==> config.mk <==
export PLATFORM = sky130hd
export DESIGN_NAME = mem_wb_stage_flat
export DESIGN_NICKNAME = d
export VERILOG_FILES = /design/src/rtl/mem_wb_stage_pkg.sv /design/src/rtl/mem_wb_stage_if.sv /design/src/rtl/mem_wb_stage_wb_lane_reg.sv /design/src/rtl/mem_wb_stage.sv /design/src/flat_wrapper.sv
export SDC_FILE = /design/constraint.sdc
export NUM_CORES = 1
export LEC_CHECK = 0
export ABC_AREA = 1
export CAP_MARGIN = 20
export CORE_AREA = 4 4 150 152
export CTS_CLUSTER_DIAMETER = 80
export CTS_CLUSTER_SIZE = 25
export DETAILED_ROUTE_END_ITERATION = 7
export DIE_AREA = 0 0 154 156
export PLACE_DENSITY = 0.7
export SLEW_MARGIN = 30
export SYNTH_ARGS = -nofsm -noshare
export SYNTH_HDL_FRONTEND = slang
export SYNTH_SLANG_ARGS = --single-unit
==> constraint.sdc <==
create_clock -name clk -period 1.75 [get_ports clk]
set_input_delay 0.35 -clock clk [delete_from_list [all_inputs] [get_ports clk]]
set_output_delay 0.35 -clock clk [all_outputs]
set_load 0.02 [all_outputs]
==> src/rtl/mem_wb_stage_pkg.sv <==
`default_nettype none
// ============================================================================
//  Module      : mem_wb_stage_pkg
//  Description : Shared constants, defaults and the stage-action decode used
//                by the MEM/WB pipeline register.
//  Revision    : 1.0 - initial release
// ============================================================================
package mem_wb_stage_pkg;

    // Shared pipeline defines
    localparam logic        RstEnable    = 1'b1;
    localparam logic        WriteDisable = 1'b0;
    localparam logic [31:0] ZeroWord     = 32'h0000_0000;
    localparam logic [4:0]  NOPRegAddr   = 5'b00000;

    // Default widths
    localparam int c_DEF_DW = 32;
    localparam int c_DEF_AW = 5;

    // What the stage register does on the next edge (reset handled separately)
    typedef enum logic [1:0] {
        ACT_CAPTURE = 2'd0,
        ACT_HOLD    = 2'd1,
        ACT_BUBBLE  = 2'd2,
        ACT_FLUSH   = 2'd3
    } stage_act_e;

    // Priority: flush > bubble > hold > capture. The illegal combination
    // (MEM running into a stalled WB) resolves to hold.
    function automatic stage_act_e decode_act(input logic flush,
                                              input logic stall_mem,
                                              input logic stall_wb);
        stage_act_e act;
        if (flush)
            act = ACT_FLUSH;
        else if (stall_mem && !stall_wb)
            act = ACT_BUBBLE;
        else if (stall_wb)
            act = ACT_HOLD;
        else
            act = ACT_CAPTURE;
        return act;
    endfunction

endpackage : mem_wb_stage_pkg
`default_nettype wire

==> src/rtl/mem_wb_stage_if.sv <==
`default_nettype none
// ============================================================================
//  Module      : mem_wb_stage_if
//  Description : MEM/WB stage bus: pipeline control, MEM-side payload and the
//                registered WB-side outputs.
//  Revision    : 1.0 - initial release
// ============================================================================
interface mem_wb_stage_if #(
    parameter int DW  = 32,
    parameter int AW  = 5,
    parameter int NCH = 2,
    parameter int CW  = 16
);
    // Control
    logic                stall_mem;
    logic                stall_wb;
    logic                flush;
    logic                cnt_clr;
    // MEM side
    logic                mem_valid;
    logic [NCH*AW-1:0]   mem_wd;
    logic [NCH-1:0]      mem_wreg;
    logic [NCH*DW-1:0]   mem_wdata;
    logic [DW-1:0]       mem_hi;
    logic [DW-1:0]       mem_lo;
    logic                mem_whilo;
    logic                mem_llbit_we;
    logic                mem_llbit_value;
    logic                mem_cp0_we;
    logic [4:0]          mem_cp0_waddr;
    logic [DW-1:0]       mem_cp0_wdata;
    // WB side
    logic                wb_valid;
    logic [NCH*AW-1:0]   wb_wd;
    logic [NCH-1:0]      wb_wreg;
    logic [NCH*DW-1:0]   wb_wdata;
    logic [DW-1:0]       wb_hi;
    logic [DW-1:0]       wb_lo;
    logic                wb_whilo;
    logic                wb_llbit_we;
    logic                wb_llbit_value;
    logic                wb_cp0_we;
    logic [4:0]          wb_cp0_waddr;
    logic [DW-1:0]       wb_cp0_wdata;
    logic [CW-1:0]       bubble_cnt;
    logic                stall_err;

    // Upstream/controller side
    modport master (
        output stall_mem, stall_wb, flush, cnt_clr,
        output mem_valid, mem_wd, mem_wreg, mem_wdata, mem_hi, mem_lo,
        output mem_whilo, mem_llbit_we, mem_llbit_value,
        output mem_cp0_we, mem_cp0_waddr, mem_cp0_wdata,
        input  wb_valid, wb_wd, wb_wreg, wb_wdata, wb_hi, wb_lo, wb_whilo,
        input  wb_llbit_we, wb_llbit_value, wb_cp0_we, wb_cp0_waddr,
        input  wb_cp0_wdata, bubble_cnt, stall_err
    );

    // Stage register side
    modport slave (
        input  stall_mem, stall_wb, flush, cnt_clr,
        input  mem_valid, mem_wd, mem_wreg, mem_wdata, mem_hi, mem_lo,
        input  mem_whilo, mem_llbit_we, mem_llbit_value,
        input  mem_cp0_we, mem_cp0_waddr, mem_cp0_wdata,
        output wb_valid, wb_wd, wb_wreg, wb_wdata, wb_hi, wb_lo, wb_whilo,
        output wb_llbit_we, wb_llbit_value, wb_cp0_we, wb_cp0_waddr,
        output wb_cp0_wdata, bubble_cnt, stall_err
    );

endinterface : mem_wb_stage_if
`default_nettype wire

==> src/rtl/mem_wb_stage_wb_lane_reg.sv <==
`default_nettype none
// ============================================================================
//  Module      : wb_lane_reg
//  Description : One register-writeback lane of the MEM/WB stage: holds
//                wd/wreg/wdata with bubble / capture / hold selection.
//  Revision    : 1.0 - initial release
// ============================================================================
module wb_lane_reg
    import mem_wb_stage_pkg::*;
#(
    parameter int DW = c_DEF_DW,
    parameter int AW = c_DEF_AW
) (
    input  wire logic          clk,
    input  wire logic          rst,
    input  wire logic          i_bubble,   // load the bubble value (flush or bubble)
    input  wire logic          i_capture,  // load the incoming lane
    input  wire logic [AW-1:0] i_wd,
    input  wire logic          i_wreg,     // already qualified by valid and dedup
    input  wire logic [DW-1:0] i_wdata,
    output logic      [AW-1:0] o_wd,
    output logic               o_wreg,
    output logic      [DW-1:0] o_wdata
);

    logic [AW-1:0] r_wd;
    logic          r_wreg;
    logic [DW-1:0] r_wdata;

    // Lane register: reset > bubble > capture, otherwise hold
    always_ff @(posedge clk) begin
        if (rst == RstEnable) begin
            r_wd    <= '0;
            r_wreg  <= WriteDisable;
            r_wdata <= '0;
        end else if (i_bubble) begin
            r_wd    <= '0;
            r_wreg  <= WriteDisable;
            r_wdata <= '0;
        end else if (i_capture) begin
            r_wd    <= i_wd;
            r_wreg  <= i_wreg;
            r_wdata <= i_wdata;
        end
    end

    assign o_wd    = r_wd;
    assign o_wreg  = r_wreg;
    assign o_wdata = r_wdata;

endmodule : wb_lane_reg
`default_nettype wire

==> src/rtl/mem_wb_stage.sv <==
`default_nettype none
// ============================================================================
//  Module      : mem_wb_stage
//  Description : MEM/WB pipeline register with flush/bubble/hold control,
//                same-destination lane dedup, saturating bubble counter and
//                a sticky illegal-stall flag.
//  Revision    : 1.0 - initial release
// ============================================================================
module mem_wb_stage
    import mem_wb_stage_pkg::*;
#(
    parameter int DW  = c_DEF_DW,
    parameter int AW  = c_DEF_AW,
    parameter int NCH = 2,
    parameter int CW  = 16
) (
    input  wire logic      clk,
    input  wire logic      rst,
    mem_wb_stage_if.slave  bus
);

    stage_act_e        w_act;
    logic              w_bubble;
    logic              w_capture;
    logic              w_illegal;
    logic [NCH-1:0]    w_wreg_cap;
    logic [NCH*AW-1:0] w_lane_wd;
    logic [NCH-1:0]    w_lane_wreg;
    logic [NCH*DW-1:0] w_lane_wdata;

    logic              r_valid;
    logic [DW-1:0]     r_hi;
    logic [DW-1:0]     r_lo;
    logic              r_whilo;
    logic              r_llbit_we;
    logic              r_llbit_value;
    logic              r_cp0_we;
    logic [4:0]        r_cp0_waddr;
    logic [DW-1:0]     r_cp0_wdata;
    logic [CW-1:0]     r_bubble_cnt;
    logic              r_stall_err;

    assign w_act     = decode_act(bus.flush, bus.stall_mem, bus.stall_wb);
    assign w_bubble  = (w_act == ACT_FLUSH) || (w_act == ACT_BUBBLE);
    assign w_capture = (w_act == ACT_CAPTURE);
    assign w_illegal = !bus.stall_mem && bus.stall_wb;

    // Qualify lane enables by valid; a lower lane loses to any higher lane
    // writing the same register (address 0 included)
    always_comb begin
        w_wreg_cap = '0;
        for (int i = 0; i < NCH; i++) begin
            w_wreg_cap[i] = bus.mem_wreg[i] & bus.mem_valid;
            for (int j = i + 1; j < NCH; j++) begin
                if (bus.mem_wreg[j] &&
                    (bus.mem_wd[j*AW +: AW] == bus.mem_wd[i*AW +: AW]))
                    w_wreg_cap[i] = 1'b0;
            end
        end
    end

    generate
        for (genvar g = 0; g < NCH; g++) begin : g_lane
            wb_lane_reg #(
                .DW (DW),
                .AW (AW)
            ) u_lane (
                .clk       (clk),
                .rst       (rst),
                .i_bubble  (w_bubble),
                .i_capture (w_capture),
                .i_wd      (bus.mem_wd[g*AW +: AW]),
                .i_wreg    (w_wreg_cap[g]),
                .i_wdata   (bus.mem_wdata[g*DW +: DW]),
                .o_wd      (w_lane_wd[g*AW +: AW]),
                .o_wreg    (w_lane_wreg[g]),
                .o_wdata   (w_lane_wdata[g*DW +: DW])
            );
        end
    endgenerate

    // Shared HI/LO, LL-bit and CP0 fields plus the valid flag
    always_ff @(posedge clk) begin
        if (rst == RstEnable || w_bubble) begin
            r_valid       <= 1'b0;
            r_hi          <= '0;
            r_lo          <= '0;
            r_whilo       <= WriteDisable;
            r_llbit_we    <= WriteDisable;
            r_llbit_value <= 1'b0;
            r_cp0_we      <= WriteDisable;
            r_cp0_waddr   <= '0;
            r_cp0_wdata   <= '0;
        end else if (w_capture) begin
            r_valid       <= bus.mem_valid;
            r_hi          <= bus.mem_hi;
            r_lo          <= bus.mem_lo;
            r_whilo       <= bus.mem_whilo & bus.mem_valid;
            r_llbit_we    <= bus.mem_llbit_we & bus.mem_valid;
            r_llbit_value <= bus.mem_llbit_value;
            r_cp0_we      <= bus.mem_cp0_we & bus.mem_valid;
            r_cp0_waddr   <= bus.mem_cp0_waddr;
            r_cp0_wdata   <= bus.mem_cp0_wdata;
        end
    end

    // Saturating bubble counter; clear beats a same-edge increment
    always_ff @(posedge clk) begin
        if (rst == RstEnable || bus.cnt_clr)
            r_bubble_cnt <= '0;
        else if (w_bubble && !(&r_bubble_cnt))
            r_bubble_cnt <= r_bubble_cnt + CW'(1);
    end

    // Sticky flag for MEM advancing into a stalled WB
    always_ff @(posedge clk) begin
        if (rst == RstEnable)
            r_stall_err <= 1'b0;
        else if (w_illegal)
            r_stall_err <= 1'b1;
    end

    assign bus.wb_valid       = r_valid;
    assign bus.wb_wd          = w_lane_wd;
    assign bus.wb_wreg        = w_lane_wreg;
    assign bus.wb_wdata       = w_lane_wdata;
    assign bus.wb_hi          = r_hi;
    assign bus.wb_lo          = r_lo;
    assign bus.wb_whilo       = r_whilo;
    assign bus.wb_llbit_we    = r_llbit_we;
    assign bus.wb_llbit_value = r_llbit_value;
    assign bus.wb_cp0_we      = r_cp0_we;
    assign bus.wb_cp0_waddr   = r_cp0_waddr;
    assign bus.wb_cp0_wdata   = r_cp0_wdata;
    assign bus.bubble_cnt     = r_bubble_cnt;
    assign bus.stall_err      = r_stall_err;

endmodule : mem_wb_stage
`default_nettype wire

==> src/flat_wrapper.sv <==
// flat-port wrapper written by rule: the top's interface ports become plain ports
module mem_wb_stage_flat import mem_wb_stage_pkg::*;
#(
    parameter int DW  = c_DEF_DW,
    parameter int AW  = c_DEF_AW,
    parameter int NCH = 2,
    parameter int CW  = 16
)
  (clk, rst, bus_stall_mem, bus_stall_wb, bus_flush, bus_cnt_clr, bus_mem_valid, bus_mem_wd, bus_mem_wreg, bus_mem_wdata, bus_mem_hi, bus_mem_lo, bus_mem_whilo, bus_mem_llbit_we, bus_mem_llbit_value, bus_mem_cp0_we, bus_mem_cp0_waddr, bus_mem_cp0_wdata, bus_wb_valid, bus_wb_wd, bus_wb_wreg, bus_wb_wdata, bus_wb_hi, bus_wb_lo, bus_wb_whilo, bus_wb_llbit_we, bus_wb_llbit_value, bus_wb_cp0_we, bus_wb_cp0_waddr, bus_wb_cp0_wdata, bus_bubble_cnt, bus_stall_err);
  mem_wb_stage_if #(.DW(DW), .AW(AW), .NCH(NCH), .CW(CW)) bus_i ();
  input  wire logic clk;
  input  wire logic rst;
  input wire logic [$bits(bus_i.stall_mem)-1:0] bus_stall_mem;
  input wire logic [$bits(bus_i.stall_wb)-1:0] bus_stall_wb;
  input wire logic [$bits(bus_i.flush)-1:0] bus_flush;
  input wire logic [$bits(bus_i.cnt_clr)-1:0] bus_cnt_clr;
  input wire logic [$bits(bus_i.mem_valid)-1:0] bus_mem_valid;
  input wire logic [$bits(bus_i.mem_wd)-1:0] bus_mem_wd;
  input wire logic [$bits(bus_i.mem_wreg)-1:0] bus_mem_wreg;
  input wire logic [$bits(bus_i.mem_wdata)-1:0] bus_mem_wdata;
  input wire logic [$bits(bus_i.mem_hi)-1:0] bus_mem_hi;
  input wire logic [$bits(bus_i.mem_lo)-1:0] bus_mem_lo;
  input wire logic [$bits(bus_i.mem_whilo)-1:0] bus_mem_whilo;
  input wire logic [$bits(bus_i.mem_llbit_we)-1:0] bus_mem_llbit_we;
  input wire logic [$bits(bus_i.mem_llbit_value)-1:0] bus_mem_llbit_value;
  input wire logic [$bits(bus_i.mem_cp0_we)-1:0] bus_mem_cp0_we;
  input wire logic [$bits(bus_i.mem_cp0_waddr)-1:0] bus_mem_cp0_waddr;
  input wire logic [$bits(bus_i.mem_cp0_wdata)-1:0] bus_mem_cp0_wdata;
  output wire logic [$bits(bus_i.wb_valid)-1:0] bus_wb_valid;
  output wire logic [$bits(bus_i.wb_wd)-1:0] bus_wb_wd;
  output wire logic [$bits(bus_i.wb_wreg)-1:0] bus_wb_wreg;
  output wire logic [$bits(bus_i.wb_wdata)-1:0] bus_wb_wdata;
  output wire logic [$bits(bus_i.wb_hi)-1:0] bus_wb_hi;
  output wire logic [$bits(bus_i.wb_lo)-1:0] bus_wb_lo;
  output wire logic [$bits(bus_i.wb_whilo)-1:0] bus_wb_whilo;
  output wire logic [$bits(bus_i.wb_llbit_we)-1:0] bus_wb_llbit_we;
  output wire logic [$bits(bus_i.wb_llbit_value)-1:0] bus_wb_llbit_value;
  output wire logic [$bits(bus_i.wb_cp0_we)-1:0] bus_wb_cp0_we;
  output wire logic [$bits(bus_i.wb_cp0_waddr)-1:0] bus_wb_cp0_waddr;
  output wire logic [$bits(bus_i.wb_cp0_wdata)-1:0] bus_wb_cp0_wdata;
  output wire logic [$bits(bus_i.bubble_cnt)-1:0] bus_bubble_cnt;
  output wire logic [$bits(bus_i.stall_err)-1:0] bus_stall_err;
  assign bus_i.stall_mem = bus_stall_mem;
  assign bus_i.stall_wb = bus_stall_wb;
  assign bus_i.flush = bus_flush;
  assign bus_i.cnt_clr = bus_cnt_clr;
  assign bus_i.mem_valid = bus_mem_valid;
  assign bus_i.mem_wd = bus_mem_wd;
  assign bus_i.mem_wreg = bus_mem_wreg;
  assign bus_i.mem_wdata = bus_mem_wdata;
  assign bus_i.mem_hi = bus_mem_hi;
  assign bus_i.mem_lo = bus_mem_lo;
  assign bus_i.mem_whilo = bus_mem_whilo;
  assign bus_i.mem_llbit_we = bus_mem_llbit_we;
  assign bus_i.mem_llbit_value = bus_mem_llbit_value;
  assign bus_i.mem_cp0_we = bus_mem_cp0_we;
  assign bus_i.mem_cp0_waddr = bus_mem_cp0_waddr;
  assign bus_i.mem_cp0_wdata = bus_mem_cp0_wdata;
  assign bus_wb_valid = bus_i.wb_valid;
  assign bus_wb_wd = bus_i.wb_wd;
  assign bus_wb_wreg = bus_i.wb_wreg;
  assign bus_wb_wdata = bus_i.wb_wdata;
  assign bus_wb_hi = bus_i.wb_hi;
  assign bus_wb_lo = bus_i.wb_lo;
  assign bus_wb_whilo = bus_i.wb_whilo;
  assign bus_wb_llbit_we = bus_i.wb_llbit_we;
  assign bus_wb_llbit_value = bus_i.wb_llbit_value;
  assign bus_wb_cp0_we = bus_i.wb_cp0_we;
  assign bus_wb_cp0_waddr = bus_i.wb_cp0_waddr;
  assign bus_wb_cp0_wdata = bus_i.wb_cp0_wdata;
  assign bus_bubble_cnt = bus_i.bubble_cnt;
  assign bus_stall_err = bus_i.stall_err;
  mem_wb_stage #(.DW(DW), .AW(AW), .NCH(NCH), .CW(CW)) u_core (.clk(clk), .rst(rst), .bus(bus_i));
endmodule
# After elaboration in Yosys (flattened, before gate mapping)
# Index checks and enable logic that the tools add are counted.
classes:
  multipliers: 0
  magnitude_cmp: 0
  n_shift: 0
  add_sub_neg: 1
  n_eq_ne: 3
  n_bitwise: 5
  reduce_logical: 13
  div_mod_pow: 0
  muxes: 4
op_table:
  columns: ["operator", "count"]
  rows:
  - ["adder 16 x 1 -> 16 bit (second input constant)", 1]
  - ["AND reduction 16 bit", 1]
  - ["bitwise AND 1 bit", 5]
  - ["== test 5 bit", 1]
  - ["== test 2 bit (second input constant)", 2]
  - ["logical AND 1 bit", 4]
  - ["two-way mux 2 bit", 2]
  - ["logical NOT 1 bit", 3]
  - ["logical OR 1 bit", 3]
  - ["logical NOT 2 bit", 1]
  - ["two-way mux 1 bit", 2]
  - ["OR reduction 2 bit", 1]
totals:
  out_inout_bits: 199
  latchBits: 0
  ff_bits: 199
  rom_bits: 0
  ramBits: 0
  elab_cells: 43
  memories: 0
  in_bits: 188

# Logic depth before layout (Yosys ltp)
# Gate-level depths: netlist of the first run.
logic_depth:
  ltp_word: 7
  mapped_depth: 9
  ltp_nobuf: 9

# By module
# A second synthesis of the first run with hierarchy kept.
unflattened:
  cells_unflattened: 1128
  hier_area_um2: 7852.5
modules_own_cells:
  columns: ["module", "seq_area_each_um2", "cells_each", "area_each_um2", "n_inst"]
  rows:
  - ["mem_wb_stage", 2462.4, 646, 4752.1, 1]
  - ["wb_lane_reg", 760.7, 241, 1550.2, 2]

# Worst setup path after synthesis of the first run
# No wires, ideal clock.
synth_path:
  kind: "register -> register"
  startpoint: "register u_core.r_bubble_cnt[0], in the netlist u_core.bus.bubble_cnt[0]"
  endpoint: "register u_core.r_bubble_cnt[2], in the netlist u_core.bus.bubble_cnt[2]"
  setup_time_ns: 0.073
  path_stages_with_launch: 9
  setup_slack_ns: 0.085
  path_buffers: 1
  arrival_ns: 1.592
  period_less_slack_ns: 1.665
  required_time_ns: 1.677
  cell_sequence: "dfxtp_1 -> ha_1 -> nand2_1 -> nor2_1 -> nand2_1 -> o21ai_0 -> buf_2 -> nand2_1 -> a21oi_1"
synth_between:
  elab_chain_cells: 3
  word_cells_on_any_way: 4
  cone_classes: "add/sub: 1; reduce/logical: 3"
synth_rtl:
  columns: ["item", "line", "rtl"]
  rows:
  - ["from (decl)", "mem_wb_stage.sv:40", "logic [CW-1:0] r_bubble_cnt;"]
  - ["from (signal assigned)", "mem_wb_stage.sv:112", "r_bubble_cnt <= r_bubble_cnt + CW'(1);"]
  - ["parallel branches: the longest is 3 deep, another holds adder 16 x 1 -> 16 bit", null, null]
# Several ways; the timed one is not identified.
# A chain may end at the register's enable or synchronous reset.

# Final worst setup path of the first run
layout_path:
  startpoint: "register u_core.r_cp0_wdata[29], in the netlist u_core.bus.wb_cp0_wdata[29]"
  endpoint: "output port bus_wb_cp0_wdata[29]"
layout_rtl:
  columns: ["item", "line", "rtl"]
  rows:
  - ["from (decl)", "mem_wb_stage.sv:39", "logic [DW-1:0] r_cp0_wdata;"]
  - ["from (signal assigned)", "mem_wb_stage.sv:103", "r_cp0_wdata <= bus.mem_cp0_wdata;"]
  - ["to (decl)", "flat_wrapper.sv:40", "output wire logic [$bits(bus_i.wb_cp0_wdata)-1:0] bus_wb_cp0_wdata;"]
# No word-level cell between the ends.

==> results of run 1 <==
## kinds of logic (layout without fill, tap and decap cells)
group                    count (synthesis)  in the layout  share of synthesized area, %
flip-flops                             199            199                          54.9
buffers and inverters                   85            495                          5.22
XOR/XNOR                                 7              7                         0.844
AO/OA/AOI/OAI                          207            207                          14.7
AND/OR/NAND/NOR                        460            460                          24.2
adder cells (fa/ha/maj)                  1              1                         0.172
## metal layers
metal	vias up	GRT usage, %
met2	273	35.4
met1	3418	22.4
li1	3860	-
met3	28	6.71
met5	-	0
met4	0	6.14
## cells in the final DEF, fill, tap and decap left out, types with 2 or more instances in the layout
master | Yosys | final
nand3_1 | 10 | 10
a21oi_1 | 192 | 191
dfxtp_1 | 199 | 199
dlymetal6s2s_1 | 0 | 63
clkdlybuf4s50_1 | 0 | 193
inv_8 | 0 | 3
clkinvlp_4 | 0 | 3
inv_1 | 21 | 21
clkbuf_16 | 0 | 17
nand2_1 | 408 | 408
nand4_1 | 5 | 5
xnor2_1 | 2 | 2
inv_6 | 0 | 4
xor2_1 | 5 | 5
nor2_1 | 33 | 32
buf_12 | 0 | 23
a211oi_1 | 5 | 5
o21ai_0 | 8 | 7
clkinv_8 | 0 | 3
buf_4 | 5 | 31
nor2_2 | 2 | 2
dlygate4sd2_1 | 0 | 130
## flip-flops by register name (all words and copies together), names as in the netlist
register,cells
u_core.bus.wb_llbit_we,1
u_core.bus.wb_lo,32
u_core.g_lane.u_lane.o_wd,10
u_core.bus.wb_hi,32
u_core.bus.wb_whilo,1
u_core.bus.wb_cp0_waddr,5
u_core.bus.stall_err,1
u_core.g_lane.u_lane.o_wdata,64
u_core.g_lane.u_lane.o_wreg,2
u_core.bus.wb_valid,1
u_core.bus.wb_cp0_wdata,32
u_core.bus.wb_cp0_we,1
u_core.bus.wb_llbit_value,1
u_core.bus.bubble_cnt,16
## worst min-delay path by stage
stage / slack (ns) / cells after the start / end / startpoint
detailed placement: 0.45 / 2 / u_core.g_lane[1].u_lane.o_wdata[14]$_SDFFE_PP0N_ / u_core.g_lane[1].u_lane.o_wdata[14]$_SDFFE_PP0N_
CTS: 0.44 / 3 / u_core.bus.wb_hi[27]$_SDFFE_PP0N_ / bus_mem_hi[27]
global placement: 0.44 / 2 / u_core.g_lane[1].u_lane.o_wdata[18]$_SDFFE_PP0N_ / u_core.g_lane[1].u_lane.o_wdata[18]$_SDFFE_PP0N_
floorplan: 0.42 / 1 / u_core.bus.stall_err$_SDFFE_PP0P_ / rst
global route: 0.46 / 3 / u_core.bus.wb_hi[18]$_SDFFE_PP0N_ / bus_mem_hi[18]
finish: 0.46 / 2 / u_core.g_lane[0].u_lane.o_wdata[19]$_SDFFE_PP0N_ / u_core.g_lane[0].u_lane.o_wdata[19]$_SDFFE_PP0N_
## metrics by stage
stage               instance area, um^2  total power [W]
floorplan                          7260          0.00515
global placement                  11900          0.00595
detailed placement                11900          0.00596
CTS                               12300          0.00992
global route                      12500           0.0102
finish                            12500          0.00981
## area by class of cell
class | instances | area share, %
Clock buffer | 17 | 3.41
Tap cell | 275 | 2.76
Sequential cell | 199 | 31.9
Inverter | 23 | 0.711
Timing Repair Buffer | 440 | 36.4
Multi-Input combinational cell | 675 | 23.3
Clock inverter | 15 | 1.43
## cells in the mapped netlist
library cell / count
nand4_1: 5
o21ai_0: 8
buf_2: 33
or2_1: 1
inv_1: 21
nor3_1: 1
a211oi_1: 5
nor2_2: 2
buf_1: 4
buf_4: 5
nand3_1: 10
o21bai_4: 1
nor2_1: 33
clkinv_1: 1
nand2_1: 408
clkbuf_1: 20
a21oi_1: 192
inv_2: 1
o21bai_1: 1
xnor2_1: 2
xor2_1: 5
ha_1: 1
dfxtp_1: 199
## power groups by stage
stage / combinational [W] / clock, W / sequential [W]
CTS: 0.00120 / 0.00410 / 0.00463
global placement: 0.00122 / 0 / 0.00473
detailed placement: 0.00122 / 0 / 0.00473
global route: 0.00127 / 0.00431 / 0.00463
floorplan: 0.000329 / 0 / 0.00482
finish: 0.00118 / 0.00400 / 0.00462
## repair_timing
item | CTS | global route
gates cloned | 0 | 0
hold buffers | 0 | 0
gates resized for setup | 130 | 67
setup buffers | 0 | 0
setup endpoints to repair | 130 | 75
==> run_results.csv, run 1 <==
group,metric,value,unit
floorplan,chipWidth,154,um
worst_setup_path,cp_cell_sequence,"clkdlybuf4s50_1",
power,p_int,0.00730,W
worst_setup_path,cp.arrival,1.37,ns
power,p_per_area,785,nW/um^2
worst_setup_path,r2r-start,"u_core.bus.bubble_cnt[0]$_SDFFE_PP0P_",
route,routedWlPerCell,15.4,um
sta,slew_viol_final,0,
run,drv_cap,0,
power,p_sw,0.00251,W
worst_setup_path,critPathRequiredTime,1.40,ns
place,gp_congestion,0.832,
min_path,hold_class,"reg -> reg",
sta,fmax,582,MHz
synthesis,synth-seq-cells,199,
synthesis,synthCells,959,
power,leakagePower,6.12,nW
grt,antenna_found_initial,0,
sta,fin_crit_sh,98.2,%
floorplan,design.core.area,21000,um^2
worst_setup_path,r2r_slack,0.18,ns
worst_setup_path,startpoint,"u_core.bus.wb_cp0_wdata[29]$_SDFFE_PP0N_",
route,wl_met1,9940,um
worst_setup_path,crit_type,"reg -> out",
route,drt-pass1-iter-count,5,
cells_and_area,area_growth_syn_to_layout,72.0,%
floorplan,fp.dieH,156,um
floorplan,pin_count,387,
worst_setup_path,cp_max_fo,2,
route,dr_wl_met2,13000,um
cells_and_area,fin_nets,1545,
worst_setup_path,worst-path-buf-inv,1,
synthesis,yosys.area.top_type,"dfxtp_1",
sta,slew_headroom,80.3,%
route,dr_total_vias,7579,
place,post-place-ws,-0.170,ns
worst_setup_path,cp_top_family,"buffers and inverters",
sta,skew,0.0101,ns
synthesis,synth_warnings,0,
grt,grt_max_degree,40,
power,p_comb_share,12.1,%
route,wirelength,25400,um
status,outcome,"finished clean",
route,route.top_layer_used,"met4",
synthesis,syn_area,7260,um^2
synthesis,yosys-top-cells-area,"dfxtp_1 55%, nand2_1 21%, a21oi_1 13%",
grt,grt_pass1_wl,38300,um
route,antenna_left,0,
place,place_inst,1612,
sta,hold_violations,0,
clock_tree,cts_max_level,4,
grt,grt_pass1_vias,7248,
sta,rsz0062_at_grt,"false",
worst_setup_path,cp_num_cells,1,
route,wl_met3,1970,um
synthesis,seq_area_frac_synth,54.9,%
place,dpl.hpwl,19200,um
power,p_seq_share,47.1,%
cells_and_area,multiInputGateArea,2920,um^2
worst_setup_path,slowest_stage,"clkdlybuf4s50_1",
floorplan,die-area,24000,um^2
grt,grt_remaining_overflow,0,
clock_tree,cts_buffer_depth,2,
sta,period_minus_slack,1.72,ns
place,numPortBuffers,386,
clock_tree,clock_latency,0.43,ns
route,drc_errors,0,
cells_and_area,drive_gt1_share,6.87,%
sta,holdWs,0.457,ns
worst_setup_path,reg2reg_depth,10,
cells_and_area,stdcell_count,1644,
cells_and_area,fill_cells,1909,
clock_tree,cts-root-buf,"clkbuf_16",
sta,worst_slew_pin_slew,0.294,ns
power,p_sw_share,25.5,%
synthesis,syn_area_per_cell,7.57,um^2
clock_tree,cts_buffers,17,
worst_setup_path,endpoint,"bus_wb_cp0_wdata[29]",
worst_setup_path,rr_endpoint,"u_core.bus.bubble_cnt[15]$_SDFFE_PP0P_",
power,peakVddDrop,519,uV
synthesis,synthesis.nets,1148,
sta,tns,0,ns
cells_and_area,diodes,0,
floorplan,initial_utilization,34.5,%
worst_setup_path,slowest_delay,0.62,ns
synthesis,synth_cell_types,23,
worst_setup_path,cp-start-kind,"flip-flop",
route,routed_via_density,4.61,
clock_tree,cts_num_sinks,199,
cells_and_area,final_util,59.4,%
sta,setup_ws,0.0307,ns
cells_and_area,seq_area,3980,um^2
clock_tree,cts_tree,"built",
sta,setup_viol,0,
worst_setup_path,end_kind,"primary output",
power,clockPowerShare,40.8,%
synthesis,yosys.area.top_type_share,54.9,%
clock_tree,clkTransAtPathRegs,0.07,ns
floorplan,rows,53,
grt,grt_usage,19.8,%
route,detailedRoute.firstIterationViolations,311,
No activity file was read; power rests on OpenSTA's default activity.
==> run 2, diff against run 1 <==
--- a/config.mk
+++ b/config.mk
@@ -12,7 +12,7 @@
 export CTS_CLUSTER_SIZE = 25
 export DETAILED_ROUTE_END_ITERATION = 7
 export DIE_AREA = 0 0 154 156
-export PLACE_DENSITY = 0.7
+export PLACE_DENSITY_LB_ADDON = 0.05
 export SLEW_MARGIN = 30
 export SYNTH_ARGS = -nofsm -noshare
 export SYNTH_HDL_FRONTEND = slang
==> constraint.sdc (replaced) <==
create_clock -name clk -period 1.75 [get_ports clk]
set_input_delay 0.175 -clock clk [delete_from_list [all_inputs] [get_ports clk]]
set_output_delay 0.175 -clock clk [all_outputs]
set_load 0.02 [all_outputs]
==> run_results.csv, run 2 (same netlist as run 1, synthesis figures left out) <==
group,metric,value,unit
status,outcome,"finished clean",
floorplan,initial_utilization,34.5,%
cells_and_area,layout_commonest_cell,"nand2_1",
worst_setup_path,critPathRequiredTime,1.57,ns
clock_tree,cts_num_sinks,199,
cells_and_area,area_growth_syn_to_layout,68.8,%
run,drv_cap,0,
place,gp_congestion,0.806,
floorplan,design.core.area,21000,um^2
worst_setup_path,r2r-start,"u_core.bus.bubble_cnt[0]$_SDFFE_PP0P_",
place,dpl.hpwl,19600,um
sta,worst_slew_pin_slew,0.338,ns
worst_setup_path,crit_type,"reg -> out",
clock_tree,cts_buffer_depth,2,
sta,fmax,594,MHz
grt,grt_max_degree,73,
sta,skew,0.0129,ns
clock_tree,cts_buffers,17,
cells_and_area,largest_register_ffs,64,
grt,grt_pass1_wl,40300,um
grt,grt_pass1_vias,7219,
route,routedWlPerCell,16.2,um
sta,hold_violations,0,
floorplan,fp.dieH,156,um
grt,grt_remaining_overflow,0,
grt,antenna_found_initial,1,
min_path,min_from,"bus_mem_llbit_value",
floorplan,rows,53,
clock_tree,clkTransAtPathRegs,0.08,ns
clock_tree,ctsHoldBuffers,0,
worst_setup_path,cp_max_fo,5,
sta,setup_viol,0,
worst_setup_path,end_kind,"primary output",
power,p_per_area,792,nW/um^2
min_path,hold_class,"in -> reg",
route,dr_total_vias,7498,
sta,rsz0062_at_grt,"false",
clock_tree,clock_latency,0.43,ns
cells_and_area,layout_common_cells,"408 x nand2_1, 379 x clkdlybuf4s50_1, 199 x dfxtp_1",
place,numPortBuffers,386,
cells_and_area,final_util,58.3,%
clock_tree,cts_tree,"built",
cells_and_area,fin_nets,1528,
floorplan,chipWidth,154,um
route,routed_via_density,4.61,
route,wirelength,26400,um
route,antenna_left,0,
route,drc_errors,0,
sta,setup_ws,0.0654,ns
place,post-place-ws,0.0262,ns
clock_tree,cts_max_level,4,
power,total_power,0.00971,W
route,drt-pass1-iter-count,5,
sta,slew_headroom,77.5,%
route,detailedRoute.firstIterationViolations,465,
grt,grt_usage,21.1,%
floorplan,pin_count,387,
sta,fin_crit_sh,96.3,%
worst_setup_path,cp-start-kind,"flip-flop",
clock_tree,postCtsSetupBuffers,0,
sta,period_minus_slack,1.68,ns
sta,tns,0,ns
clock_tree,cts-root-buf,"clkbuf_16",
worst_setup_path,startpoint,"u_core.bus.bubble_cnt[9]$_SDFFE_PP0P_",
cells_and_area,drive_gt1_share,5.48,%
power,peakVddDrop,638,uV
worst_setup_path,cp.arrival,1.51,ns
power,leakagePower,4.34,nW
floorplan,die-area,24000,um^2
sta,slew_viol_final,0,
run 2: cell count changes in the layout (fill, tap and decap cells not counted), sizes merged:
| cell | delta |
|---|---|
| clkdlybuf4s50 | +186 |
| dlygate4sd2 | -129 |
| dlymetal6s2s | -57 |
| buf | -17 |
| inv | -2 |
| clkbuf | +1 |
| clkinv | -1 |
| clkinvlp | +1 |
| diode | +1 |
run 2: power by group:
group / switching [W] / internal, W
clock: 0.00188 / 0.00204
sequential: 0.0000341 / 0.00459
combinational: 0.000519 / 0.000647
run 2: final timing paths:
path	end	slack (ns)	cells past startpoint
setup reg to reg	u_core.bus.bubble_cnt[5]$_SDFFE_PP0P_	0.19	8
setup / recovery	bus_bubble_cnt[9]	0.07	2
hold reg to reg	u_core.bus.wb_cp0_wdata[27]$_SDFFE_PP0N_	0.46	2
hold / removal	u_core.bus.wb_llbit_value$_SDFFE_PP0N_	0.29	3
run 2: cell type report:
class,count,area (um^2)
Fill cell,1958,8760
Timing Repair Buffer,423,4360
Sequential cell,199,3980
Multi-Input combinational cell,675,2910
Clock buffer,18,439
Tap cell,275,344
Clock inverter,13,138
Inverter,23,88.8
Antenna cell,1,2.50
run 2: metal layers:
layer  track usage, %  part of all wire [%]
met1             24.3                    40
met2             35.2                    47
met3             8.10                   8.9
met4             8.92                   3.4
met5                0                     0
run 2: worst max-delay path, stage by stage (launching register included):
cell	delay, ns
dfxtp_1	0.34
buf_4	0.14
clkdlybuf4s50_1	0.60
run 2: metrics by stage:
step / instance area [um^2] / hold WS [ns] / std cells
6_report: 12300 / 0.291 / 1627
5_1_grt: 12300 / 0.279 / 1627
3_5_place_dp: 11700 / 0.451 / 1595
4_1_cts: 12200 / 0.264 / 1626
3_3_place_gp: 11700 / 0.447 / 1595
2_1_floorplan: 7260 / 0.247 / 959
run 2: timing repair:
| item | CTS | global route |
|---|---|---|
| cloned | 0 | 0 |
| gates resized for setup | 1 | 7 |
| endpoints found under the setup margin | 1 | 9 |
==> run 3, diff against run 2 <==
--- a/config.mk
+++ b/config.mk
@@ -17,3 +17,4 @@
 export SYNTH_ARGS = -nofsm -noshare
 export SYNTH_HDL_FRONTEND = slang
 export SYNTH_SLANG_ARGS = --single-unit
+export TNS_END_PERCENT = 50
==> results of run 3 <==
No change in the layout: final DEF, timing and power equal those of run 2.
